==> src/rtl/controlador_elevador.sv <==
// Four-floor elevator controller. It serves pending floor requests in collective (SCAN) order,
// drives the motor and door, and clears each served request in the external request memory.
module controlador_elevador #(
    parameter int TEMPO_ANDAR = 8,
    parameter int TEMPO_PORTA = 4
) (
    input  logic       clk,
    input  logic       reset_n,
    input  logic       terreo,
    input  logic       primeiro_andar,
    input  logic       segundo_andar,
    input  logic       terceiro_andar,
    output logic [1:0] endereco,
    output logic       escrita,
    output logic       dado,
    output logic       motor_subir,
    output logic       motor_descer,
    output logic       porta_aberta,
    output logic [1:0] andar_atual,
    output logic       direcao
);

    localparam int CNT_MAX = (TEMPO_ANDAR > TEMPO_PORTA) ? TEMPO_ANDAR : TEMPO_PORTA;
    localparam int CW      = $clog2(CNT_MAX);
    localparam logic [CW-1:0] CNT_ANDAR = CW'(TEMPO_ANDAR - 1);
    localparam logic [CW-1:0] CNT_PORTA = CW'(TEMPO_PORTA - 1);

    typedef enum logic [1:0] {
        PARADO  = 2'd0,
        MOVENDO = 2'd1,
        LIMPAR  = 2'd2,
        PORTA   = 2'd3
    } estado_t;

    estado_t       estado_q, estado_d;
    logic [1:0]    andar_q, andar_d;
    logic          direcao_q, direcao_d;
    logic [CW-1:0] cnt_q, cnt_d;
    logic          escrita_q, escrita_d;
    logic          subir_q, subir_d;
    logic          descer_q, descer_d;
    logic          porta_q, porta_d;

    logic [3:0] req;
    logic [3:0] acima_v, abaixo_v, alem_v;
    logic [1:0] nf;
    logic       acima, abaixo, aqui, req_nf, alem;

    assign req = {terceiro_andar, segundo_andar, primeiro_andar, terreo};

    // Floor reached at the end of the current leg; saturates so the car can never leave 0..3.
    always_comb begin
        nf = andar_q;
        if (direcao_q && andar_q != 2'd3) begin
            nf = andar_q + 2'd1;
        end else if (!direcao_q && andar_q != 2'd0) begin
            nf = andar_q - 2'd1;
        end
    end

    genvar gi;
    generate
        for (gi = 0; gi < 4; gi++) begin : g_andar
            assign acima_v[gi]  = req[gi] && (2'(gi) > andar_q);
            assign abaixo_v[gi] = req[gi] && (2'(gi) < andar_q);
            assign alem_v[gi]   = req[gi] && (direcao_q ? (2'(gi) > nf) : (2'(gi) < nf));
        end
    endgenerate

    assign acima  = |acima_v;
    assign abaixo = |abaixo_v;
    assign alem   = |alem_v;
    assign aqui   = req[andar_q];
    assign req_nf = req[nf];

    always_ff @(posedge clk or negedge reset_n) begin
        if (!reset_n) begin
            estado_q  <= PARADO;
            andar_q   <= 2'd0;
            direcao_q <= 1'b1;
            cnt_q     <= '0;
            escrita_q <= 1'b0;
            subir_q   <= 1'b0;
            descer_q  <= 1'b0;
            porta_q   <= 1'b0;
        end else begin
            estado_q  <= estado_d;
            andar_q   <= andar_d;
            direcao_q <= direcao_d;
            cnt_q     <= cnt_d;
            escrita_q <= escrita_d;
            subir_q   <= subir_d;
            descer_q  <= descer_d;
            porta_q   <= porta_d;
        end
    end

    // Output registers are loaded with the values that belong to the state being entered.
    always_comb begin
        estado_d  = estado_q;
        andar_d   = andar_q;
        direcao_d = direcao_q;
        cnt_d     = cnt_q;
        escrita_d = 1'b0;
        subir_d   = 1'b0;
        descer_d  = 1'b0;
        porta_d   = 1'b0;

        case (estado_q)
            PARADO: begin
                if (aqui) begin
                    estado_d  = LIMPAR;
                    escrita_d = 1'b1;
                end else if (acima && (direcao_q || !abaixo)) begin
                    estado_d  = MOVENDO;
                    direcao_d = 1'b1;
                    cnt_d     = CNT_ANDAR;
                    subir_d   = 1'b1;
                end else if (abaixo) begin
                    estado_d  = MOVENDO;
                    direcao_d = 1'b0;
                    cnt_d     = CNT_ANDAR;
                    descer_d  = 1'b1;
                end
            end

            MOVENDO: begin
                if (cnt_q == '0) begin
                    andar_d = nf;
                    if (req_nf) begin
                        estado_d  = LIMPAR;
                        escrita_d = 1'b1;
                    end else if (alem) begin
                        cnt_d    = CNT_ANDAR;
                        subir_d  = direcao_q;
                        descer_d = !direcao_q;
                    end else begin
                        estado_d = PARADO;
                    end
                end else begin
                    cnt_d    = cnt_q - 1'b1;
                    subir_d  = direcao_q;
                    descer_d = !direcao_q;
                end
            end

            LIMPAR: begin
                estado_d = PORTA;
                cnt_d    = CNT_PORTA;
                porta_d  = 1'b1;
            end

            PORTA: begin
                if (cnt_q == '0) begin
                    estado_d = PARADO;
                end else begin
                    cnt_d   = cnt_q - 1'b1;
                    porta_d = 1'b1;
                end
            end

            default: begin
                estado_d = PARADO;
            end
        endcase
    end

    assign endereco     = andar_q;
    assign dado         = 1'b0;
    assign escrita      = escrita_q;
    assign motor_subir  = subir_q;
    assign motor_descer = descer_q;
    assign porta_aberta = porta_q;
    assign andar_atual  = andar_q;
    assign direcao      = direcao_q;

    always_ff @(posedge clk) begin
        if (reset_n) begin
            assert (!(subir_q && descer_q));
            assert (!((subir_q || descer_q) && porta_q));
            assert (!escrita_q || estado_q == LIMPAR);
        end
    end

endmodule

==> config.mk <==
export PLATFORM = sky130hd
export DESIGN_NAME = controlador_elevador
export DESIGN_NICKNAME = d
export VERILOG_FILES = /design/src/rtl/controlador_elevador.sv
export SDC_FILE = /design/constraint.sdc
export NUM_CORES = 1
export LEC_CHECK = 0
export ABC_AREA = 1
export ABC_CLOCK_PERIOD_IN_PS = 1700
export CAP_MARGIN = 30
export CORE_UTILIZATION = 43
export DETAILED_ROUTE_END_ITERATION = 8
export PLACE_DENSITY = 0.69
export SYNTH_ARGS = -nofsm -noshare
export SYNTH_HDL_FRONTEND = slang
export SYNTH_SLANG_ARGS = --single-unit
export TNS_END_PERCENT = 20
==> constraint.sdc <==
create_clock -name clk -period 1.7 [get_ports clk]
set_input_delay 0.17 -clock clk [delete_from_list [all_inputs] [get_ports clk]]
set_output_delay 0.17 -clock clk [all_outputs]
set_load 0.03 [all_outputs]
==> impl_results.md <==
- Post-route ant nets: 0
- CTS H-tree lvls: 1
- Worst EP required: 1.87 ns
- Pre-CTS setup slack: -0.0764 ns
- Post-synth cell types: 24
- Worst R2R Path Depth: 13
- Die area: 2560 µm²
- Failing checks: negative setup slack
- Detailed placement HPWL: 1.91 mm
- Initial antenna violation count: 0
- Clk slew on worst S/H paths: 0.09 ns
- Synth area leaders: dfrtp_1 27%, nand2_1 17%, ha_1 9.9%
- First-pass GRT wire length: 3.86 mm
- Setup ws final: -0.0221 ns
- Pin slew with the least headroom to its limit: 0.571 ns
- Layout cell share with drive strength beyond 1: 0.291
- Placer Congestion: 0.832
- CTS tree: built
- Row Count: 17
- Skew final: 0.00660 ns
- Hold crit path type: primary input to async pin
- MaxCap Viol Count: 0
- Fin. Hold Viols: 0
- Leading area contributor after synthesis: dfrtp_1
- Fmax: 581 MHz
- Vias in the first global route: 872
- Max-slew violations: 0
- # DRC: 0
- Worst-Skew Late Latency: 0.28 ns
- Chip height: 50.6 µm
- Final period utilization: 1.01
- Critical path class: flop to flop
- Final hold slack: 0.252 ns
- Pin count of the biggest net entering global routing: 13
- Syn. warnings: 0
- Status: finished, violations left
- Mapped Cells: 138
- Layout area overhead: 34.7%
- Pwr dens: 2130 nW/µm²
- CTS root buf: clkbuf_4
- Clock Path Buffers: 2
- Syn_nets: 152
- Final Setup Violations: 4
- Commonest non-fill, non-tap cells in the layout: 43 x nand2_1, 15 x nand3_1, 12 x buf_4
- CP startpoint kind: flop
- Final Total Pwr: 2910 µW
- Fin util: 0.619
- Post-Route WL: 2.35 mm
- # fillers: 212
- Number of I/O pins: 16
- Core ar.: 2210 µm²
- Diode count: 0
- GRT Residual Overflow: 0
- CP endpoint kind: flop
- #FFs+latches synth: 12
- Vias: 964
- Hold-fix buffers, CTS: 0
- Clock Sinks: 12
- Final #Nets: 180
- Crit path DAT: 1.89 ns
- CTS buffer count: 3
- Crit Path Max Fanout: 6
- Minimum clock period: 1.72 ns
- RSZ-0062 raised after global routing: true
- Chip width: 50.6 µm
- Most common cell after layout, fill and taps aside: nand2_1
- Sequential cell area fraction in the yosys report: 0.297
- Avg WL per Cell: 12.2 µm
- Yosys top cell area share: 0.271
- Vias per cell: 4.99
- Synth Cell Area: 1020 µm²
- Mean Syn Cell Area: 7.36 µm²
- All-Layer GR Usage: 0.203
- Initial Util: 0.459
- Max rail drop VDD: 1.29 mV
- Initial drt markers: 15
- Pre-antenna DRT Iters: 4
- PortBufs: 14
- LEAKAGE: 0.000708 µW
- Slew margin rel.: 0.618
==> cell families (layout without fill, tap and decap cells) <==
| group | after synthesis | in the layout | synth area share |
|---|---|---|---|
| adders and majority gates | 8 | 8 | 0.0985 |
| AOI/OAI and AO/OA | 8 | 8 | 0.0443 |
| DFF | 12 | 12 | 0.297 |
| buffers and inverters | 20 | 47 | 0.0874 |
| and+or+nand+nor | 88 | 88 | 0.461 |
| other | 1 | 1 | 0.00369 |
| xor gates and xnor gates | 1 | 1 | 0.00862 |
==> Yosys cell counts <==
master and n:
inv_4 1, nand2_4 3, nor3_1 2, dfrtp_1 11, nand3_4 3, or2_2 1
inv_1 13, o211ai_1 1, nand3_2 5, dfstp_2 1, o21ai_0 3, inv_2 3
nor2_1 8, xnor2_1 1, conb_1 1, nand4_1 3, nor2_4 1, a21oi_1 3
ha_1 8, buf_4 3, nand3_1 16, a22oi_1 1, nand2_1 45, nand2_2 1
==> critical path, cell delays in order (launching register included) <==
cell and delay (ns):
dfrtp_2 0.48, inv_4 0.11, ha_4 0.15, inv_2 0.04
nand2_2 0.07, nand3_4 0.09, nand2_4 0.09, nand2_1 0.05
nand2_1 0.08, nand3_2 0.13, nand3_4 0.12, nand3_4 0.09
nand2_1 0.07, nand2_1 0.05
==> worst paths after layout <==
check                               start              to  slack (ns)
min in group clk                 cnt_q[1]        cnt_q[1]        0.51
hold reg to reg                  cnt_q[1]        cnt_q[1]        0.51
setup / recovery           andar_atual[0]        cnt_q[1]       -0.02
hold / removal                    reset_n    porta_aberta        0.25
max in group asynchronous         reset_n  andar_atual[1]        1.03
setup reg to reg           andar_atual[0]        cnt_q[1]       -0.02
==> where the power goes <==
| part | switching (µW) | internal [µW] |
|---|---|---|
| combinational | 1230 | 879 |
| sequential | 137 | 434 |
| clock | 103 | 130 |
| total | 1470 | 1440 |
==> registers in the layout (all words and copies together) (netlist names) <==
register,flops
andar_atual,2
cnt_q,3
estado_q,2
motor_subir,1
porta_aberta,1
escrita,1
direcao,1
motor_descer,1
==> final cells by class <==
type,instances,area (µm²),area share
repair buffers,26,234,0.171
flip-flops and latches,12,304,0.222
inverters,17,71.3,0.0521
well taps,28,35.0,0.0256
multi-input cells,106,688,0.503
clock buffers,4,36.3,0.0265
==> what timing repair did <==
action / CTS / global route
endpoints found under the setup margin: 7 / 10
resized for setup: 5 / 5
setup buffers: 0 / 1
pin swaps: 2 / 2
==> routing by layer <==
layer,vias to the layer above,GRT usage,share of wire
li1,495,-,-
met1,439,0.280,0.47
met2,23,0.313,0.47
met3,7,0.0394,0.044
met4,0,0.0694,0.015
met5,-,0,0
==> stage by stage <==
stage | instances | instance area (µm²) | setup TNS, ns
after floorplan | 138 | 1060 | -0.133
after global placement | 188 | 1300 | -0.112
after detailed placement | 188 | 1300 | -0.258
after CTS | 192 | 1350 | -0.0921
after global routing | 193 | 1370 | -0.845
final | 193 | 1370 | -0.0550
Note: power is estimated with default switching activity, not from simulation.
